$ cat src/rtl/mips_boot_ctrl.sv
// Boot and memory-port controller for the multicycle MIPS core.
// Holds the core in reset and streams a length-prefixed program image into
// the core's 8-bit unified memory. It then verifies a one-byte additive
// checksum and releases the core after a short delay. While the core runs,
// the core's memory port is passed straight through to memory.
module mips_boot_ctrl #(
  parameter logic [7:0]  BASE_ADDR   = 8'h00,
  parameter int unsigned RELEASE_DLY = 2
) (
  input  logic       clk,
  input  logic       reset,
  input  logic       s_valid,
  input  logic [7:0] s_data,
  output logic       s_ready,
  input  logic       reload,
  input  logic       cpu_memwrite,
  input  logic [7:0] cpu_adr,
  input  logic [7:0] cpu_writedata,
  output logic       mem_we,
  output logic [7:0] mem_adr,
  output logic [7:0] mem_wd,
  output logic       cpu_reset,
  output logic       busy,
  output logic       done,
  output logic       err
);

  typedef enum logic [2:0] {
    ST_LEN,
    ST_DATA,
    ST_CSUM,
    ST_HOLD,
    ST_RUN,
    ST_ERR
  } state_t;

  localparam logic [3:0] DLY_INIT = 4'(RELEASE_DLY);

  state_t     state_q, state_d;
  logic [8:0] remaining_q, remaining_d;  // 9 bits: a length byte of 0 means 256
  logic [7:0] idx_q, idx_d;
  logic [7:0] sum_q, sum_d;
  logic [3:0] dly_q, dly_d;

  // Loader write register: owns the memory port in every state except RUN.
  logic       wr_we_q, wr_we_d;
  logic [7:0] wr_adr_q, wr_adr_d;
  logic [7:0] wr_wd_q, wr_wd_d;

  logic       accept;
  logic       in_run;

  // Status outputs are decoded from the registered state only.
  assign s_ready   = (state_q == ST_LEN) || (state_q == ST_DATA) || (state_q == ST_CSUM);
  assign busy      = s_ready;
  assign in_run    = (state_q == ST_RUN);
  assign done      = in_run;
  assign err       = (state_q == ST_ERR);
  assign cpu_reset = !in_run;
  assign accept    = s_valid && s_ready;

  // The memory port follows the core only while it runs; otherwise the loader owns it.
  assign mem_we  = in_run ? cpu_memwrite  : wr_we_q;
  assign mem_adr = in_run ? cpu_adr       : wr_adr_q;
  assign mem_wd  = in_run ? cpu_writedata : wr_wd_q;

  // Next-state and datapath update for the load sequence.
  always_comb begin
    // NOTE: every variable gets a default first so no path leaves it
    // unassigned; otherwise synthesis infers a latch to hold the old value.
    state_d     = state_q;
    remaining_d = remaining_q;
    idx_d       = idx_q;
    sum_d       = sum_q;
    dly_d       = dly_q;
    wr_we_d     = 1'b0;       // a loader write lasts exactly one cycle
    wr_adr_d    = wr_adr_q;
    wr_wd_d     = wr_wd_q;

    unique case (state_q)
      ST_LEN: begin
        if (accept) begin
          remaining_d = (s_data == 8'h00) ? 9'd256 : {1'b0, s_data};
          idx_d       = 8'h00;
          sum_d       = 8'h00;
          state_d     = ST_DATA;
        end
      end
      ST_DATA: begin
        if (accept) begin
          wr_we_d     = 1'b1;
          wr_adr_d    = BASE_ADDR + idx_q;   // wraps naturally mod 256
          wr_wd_d     = s_data;
          sum_d       = sum_q + s_data;
          idx_d       = idx_q + 8'd1;
          remaining_d = remaining_q - 9'd1;
          if (remaining_q == 9'd1) begin
            state_d = ST_CSUM;
          end
        end
      end
      ST_CSUM: begin
        if (accept) begin
          if (s_data == sum_q) begin
            dly_d   = DLY_INIT;
            state_d = ST_HOLD;
          end else begin
            state_d = ST_ERR;
          end
        end
      end
      ST_HOLD: begin
        if (dly_q == 4'd0) begin
          state_d = ST_RUN;
        end else begin
          dly_d = dly_q - 4'd1;
        end
      end
      ST_RUN, ST_ERR: begin
        if (reload) begin
          state_d = ST_LEN;
        end
      end
      default: begin
        state_d = ST_LEN;
      end
    endcase
  end

  // State register with synchronous active-low reset; reset drops any pending write.
  always_ff @(posedge clk) begin
    // NOTE: non-blocking assignments so every register samples the
    // pre-edge values, independent of statement order.
    if (!reset) begin
      state_q     <= ST_LEN;
      remaining_q <= 9'd0;
      idx_q       <= 8'h00;
      sum_q       <= 8'h00;
      dly_q       <= 4'd0;
      wr_we_q     <= 1'b0;
      wr_adr_q    <= BASE_ADDR;
      wr_wd_q     <= 8'h00;
    end else begin
      state_q     <= state_d;
      remaining_q <= remaining_d;
      idx_q       <= idx_d;
      sum_q       <= sum_d;
      dly_q       <= dly_d;
      wr_we_q     <= wr_we_d;
      wr_adr_q    <= wr_adr_d;
      wr_wd_q     <= wr_wd_d;
    end
  end

endmodule
$ cat config.mk
export PLATFORM = sky130hd
export DESIGN_NAME = mips_boot_ctrl
export DESIGN_NICKNAME = d
export VERILOG_FILES = /design/src/rtl/mips_boot_ctrl.sv
export SDC_FILE = /design/constraint.sdc
export NUM_CORES = 1
export LEC_CHECK = 0
export CORE_MARGIN = 5
export CORE_UTILIZATION = 45
export CTS_BUF_LIST = sky130_fd_sc_hd__clkbuf_16
export DETAILED_ROUTE_END_ITERATION = 7
export GPL_ROUTABILITY_DRIVEN = 0
export PLACE_DENSITY_LB_ADDON = 0.3
export SYNTH_ARGS = -nofsm -noshare
export SYNTH_HDL_FRONTEND = slang
export SYNTH_SLANG_ARGS = --single-unit
$ cat constraint.sdc
create_clock -name clk -period 3.33 [get_ports clk]
set_clock_uncertainty 0.1 [all_clocks]
set_input_delay 0.333 -clock clk [delete_from_list [all_inputs] [get_ports clk]]
set_output_delay 0.333 -clock clk [all_outputs]
set_load 0.01 [all_outputs]
==> flow_summary.toml, run 1 <==
[global_route]
grt_pass1_wl_um = 11800
overflow = 0
grt_pass1_vias = 2580
grt_max_degree = 42
grt_usage = 0.189
antenna_found_initial = 0

[timing]
setup_viol = 0
max_freq_mhz = 349
rsz0062_at_grt = "no"
max-slew-margin-rel = 0.559
drv_slew = 0
hold_viol_final = 0
final.setup.tns_ps = 0
worst_hold_slack_ps = 352
worst_slack_ps = 465
fin_crit_sh = 0.860
fin_crit_ps = 2870
worst_pin_slew_ps = 662

[place]
place_area_um2 = 3290
dp_hpwl_um = 4890
io_buffers = 50
placed_cells = 448
dp_slack_ps = 753

[cells_and_area]
final_core_utilization = 0.580
final_area_um2 = 3450
drive_gt1_frac = 0.0971
layout.nets = 422
final_common_cell = "nand2_1"
n_fill_cell = 550
mostFrequentLayoutCells = "52 x nand2_1, 50 x clkdlybuf4s50_1, 49 x dfxtp_1"
syn2layout_area_growth_pct = 24.6
final_cell_count_no_fill = 456
antenna-diode-count = 0

[power_and_ir_drop]
switching_share = 0.251
intPower_mw = 1.06
seqPwrFrac = 0.443
p_leak_nw = 1.34
powerDensity_nw_per_um2 = 409
clock_power_share = 0.404
combPwrFrac = 0.153
power_switching_uw = 355
finalPower_mw = 1.41
peakVddDrop_uv = 217

[setup_path]
worstPathMaxFanout = 19
cp-start-kind = "flip-flop"
worst_setup_path_end_kind = "output port"
arrival_ps = 2430
r2r.worst_path.cells = 4
criticalPathCategory = "flip-flop to output port"
crit_required_ps = 2900

[clocking]
clk_latency_ps = 290
cts_tree = "done"
cts.path.max_buffers = 2
clkTransAtPathRegs_ps = 70
cts_setup_buffers = 0
cts_buffers = 5
cts.repair.resized = 0
cts_root_buf = "clkbuf_16"
cts_hold_buf = 0
h-tree-depth = 2
clock_sinks = 49

[logic_synthesis]
synthCells = 338
synth_warnings = 0
async_flop_share = 0
synth_nets = 380
synth-edff-count = 0
ys_seq_area_frac = 0.354
avgSynthCellArea_um2 = 8.20
synth-seq-cells = 49
synthesis.area_um2 = 2770
ys.flop_type = "dfxtp_1"
yosysUniqueCellTypes = 52

[die]
die-area_um2 = 7830
std_cell_rows = 28
dieHeight_um = 88.5
core_um2 = 5960
start_util = 0.465
fp.dieW_um = 88.5
ios = 51

[drt]
drc = 0
drtAntennaViolNets = 0
viasPerCell = 5.70
drt-total-wl_um = 6940
wire_per_inst_um = 15.2
drt_iter0_drc = 186
first_pass_iters = 4
vias = 2600

[worst_hold_path]
hold_depth = 2
worstHoldPathType = "flip-flop to flip-flop"

[status]
status = "completed"

[job]
cap_violations = 0
==> worst max-delay path: stages (launching register included) <==
cell	delay (ps)
dfxtp_1	580
inv_1	190
nor3_4	200
buf_4	300
mux2_2	370
clkdlybuf4s50_1	490
==> worst paths after layout <==
kind / from / to / slack, ps
max reg2reg: state_q[0] / idx_q[7] / 930
min: wr_wd_q[7] / wr_wd_q[7] / 350
min reg2reg: wr_wd_q[7] / wr_wd_q[7] / 350
max: state_q[2] / mem_wd[4] / 460
==> cell type report <==
cell class                 instances  area (µm²)  share of cell area
clock buffer                       5         125              0.0362
inverter                          10        37.5              0.0109
multi-input combinational        260        1640               0.476
timing repair buffer              54         531               0.154
sequential                        49         981               0.284
clock inverter                     3        42.5              0.0123
tap                               75        93.8              0.0272
==> metal layers <==
layer  routed length (µm)  up-vias  global-route usage
met5                    0        -                   0
met4                  166        0              0.0646
met3                  462       19              0.0503
met2                 3170       76               0.313
met1                 3140     1218               0.238
li1                     -     1287                   -
==> synth_stat cells, types with 2 or more instances <==
cell	n	area share
ha_1	12	0.054
a21oi_1	39	0.070
dfxtp_1	49	0.35
xnor2_1	3	0.0095
nand2_1	52	0.070
nor3b_1	3	0.0081
a22oi_1	8	0.022
o21ai_0	19	0.034
buf_2	6	0.011
a211oi_1	2	0.0054
o2111ai_1	2	0.0063
nand4_1	4	0.0090
nand3b_1	2	0.0054
buf_4	6	0.016
and3_1	4	0.0090
inv_1	10	0.014
mux2_2	17	0.069
xor2_1	3	0.0095
nor3_1	7	0.013
clkbuf_1	6	0.0081
nor4_1	5	0.011
nor2_1	28	0.038
a21o_1	6	0.016
nand3_1	13	0.023
a31oi_1	3	0.0068
nor2b_1	3	0.0068
==> power groups by stage <==
stage	clock network, mW	logic (mW)	registers (mW)
2_1_floorplan	0	0.142	0.630
3_3_place_gp	0	0.211	0.638
3_5_place_dp	0	0.213	0.638
4_1_cts	0.582	0.215	0.625
5_1_grt	0.610	0.241	0.628
6_report	0.570	0.216	0.625
==> state kept, by name (all words and copies together) (netlist names) <==
name and flops:
remaining_q 9, idx_q 8, sum_q 8, wr_adr_q 8, wr_wd_q 8, dly_q 4
state_q 3, wr_we_q 1
==> kinds of logic after synthesis <==
logic type,Yosys count,share of synthesized area
xor gates and xnor gates,6,0.0190
DFF,49,0.354
buffers and inverters,29,0.0528
AOI/OAI and AO/OA,90,0.198
and+or+nand+nor,133,0.242
muxes,18,0.0727
adders and majority gates,13,0.0614
(Power assumes the default switching activity.)
==> run 2: changes to the inputs <==
==> constraint.sdc (replaced) <==
create_clock -name clk -period 3.33 [get_ports clk]
set_clock_uncertainty 0.1 [all_clocks]
set_input_delay 0.666 -clock clk [delete_from_list [all_inputs] [get_ports clk]]
set_output_delay 0.666 -clock clk [all_outputs]
set_load 0.01 [all_outputs]
==> flow_summary.toml, run 2 (synthesis gave the netlist of run 1 again) <==
[global_route]
antenna_found_initial = 0
grt_pass1_vias = 2411
grt_pass1_wl_um = 11600
grt_max_degree = 28
overflow = 0
grt_usage = 0.188

[worst_hold_path]
hold_end = "wr_adr_q[3]"
worstHoldPathType = "flip-flop to flip-flop"
hold_depth = 2
worstHoldStart = "wr_adr_q[3]"

[status]
status = "completed"

[power_and_ir_drop]
finalPower_mw = 1.43
powerDensity_nw_per_um2 = 410
clock_power_share = 0.410
intPower_mw = 1.06
combPwrFrac = 0.152
switching_share = 0.257
seqPwrFrac = 0.438
peakVddDrop_uv = 265
power_switching_uw = 366
p_leak_nw = 1.35

[setup_path]
r2r.worst_path.cells = 4
crit_required_ps = 2560
worstPathMaxFanout = 19
cp-start-kind = "flip-flop"
r2r_start = "state_q[0]"
criticalPathCategory = "flip-flop to output port"
ff2ff_setup_slack_ps = 910
arrival_ps = 2100
timing.rr.end = "idx_q[7]"
worst_setup_path_end_kind = "output port"

[die]
dieHeight_um = 88.5
std_cell_rows = 28
die-area_um2 = 7830
fp.dieW_um = 88.5
start_util = 0.465
core_um2 = 5960
ios = 51

[cells_and_area]
largest_reg_flops = 9
antenna-diode-count = 0
drive_gt1_frac = 0.107
regMostFlops = "remaining_q"
mostFrequentLayoutCells = "52 x nand2_1, 50 x clkdlybuf4s50_1, 49 x dfxtp_1"
n_fill_cell = 535
syn2layout_area_growth_pct = 25.5
final_common_cell = "nand2_1"
final_core_utilization = 0.584
final_cell_count_no_fill = 459
layout.nets = 425

[timing]
fin_crit_ps = 2860
setup_viol = 0
final.setup.tns_ps = 0
worst_pin_slew_ps = 621
rsz0062_at_grt = "no"
fin_crit_sh = 0.860
max-slew-margin-rel = 0.586
max_freq_mhz = 349
worst_hold_slack_ps = 355
hold_viol_final = 0
drv_slew = 0

[clocking]
cts_buffers = 5
clkTransAtPathRegs_ps = 60
cts_hold_buf = 0
clk_latency_ps = 290
cts.repair.resized = 0
clock_sinks = 49
cts_tree = "done"
h-tree-depth = 2
cts.path.max_buffers = 2
cts_root_buf = "clkbuf_16"
cts_setup_buffers = 0

[job]
cap_violations = 0

[place]
placed_cells = 451
dp_hpwl_um = 4890
io_buffers = 50

[drt]
drt_iter0_drc = 109
vias = 2554
wire_per_inst_um = 15.0
viasPerCell = 5.56
first_pass_iters = 4
drt-total-wl_um = 6910
drtAntennaViolNets = 0
drc = 0
## run 2: power by group through the flow
| stage | sequential (mW) | clock [mW] | combinational [mW] |
|---|---|---|---|
| floorplan | 0.630 | 0 | 0.142 |
| global placement | 0.637 | 0 | 0.213 |
| detailed placement | 0.638 | 0 | 0.215 |
| CTS | 0.624 | 0.596 | 0.217 |
| global route | 0.628 | 0.624 | 0.241 |
| finish | 0.625 | 0.585 | 0.217 |
## run 2: how the worst max path moves through the flow
stage,startpoint,end,cells after the start
floorplan,state_q[2],mem_adr[6],5
CTS,state_q[1],mem_wd[6],4
finish,state_q[0],mem_wd[6],4
detailed placement,s_data[0],sum_q[6],8
global route,state_q[1],mem_wd[6],4
global placement,s_data[0],sum_q[6],8
## run 2: per-stage QoR
stage / instance area (µm²) / worst slack (ps)
5_1_grt: 3480 / 347
4_1_cts: 3480 / 430
3_3_place_gp: 3310 / 584
2_1_floorplan: 2770 / 1010
6_report: 3480 / 467
3_5_place_dp: 3310 / 499
## run 2: critical path, stage by stage (launching register included)
cell and delay (ps):
dfxtp_1 490, nor3_4 190, buf_4 280, mux2_2 360, clkdlybuf4s50_1 480
## run 2: area by class of cell
class / instances / area (µm²) / area share
multi-input combinational: 260 / 1640 / 0.473
sequential: 49 / 981 / 0.282
timing repair buffer: 57 / 553 / 0.159
clock buffer: 5 / 125 / 0.0360
tap: 75 / 93.8 / 0.0270
clock inverter: 3 / 43.8 / 0.0126
inverter: 10 / 37.5 / 0.0108
## run 2: per-layer routing
metal | global-route usage | up-vias | wire [µm]
li1 | - | 1299 | -
met1 | 0.248 | 1199 | 3260
met2 | 0.314 | 52 | 3230
met3 | 0.0391 | 4 | 359
met4 | 0.0495 | 0 | 55
met5 | 0 | - | 0
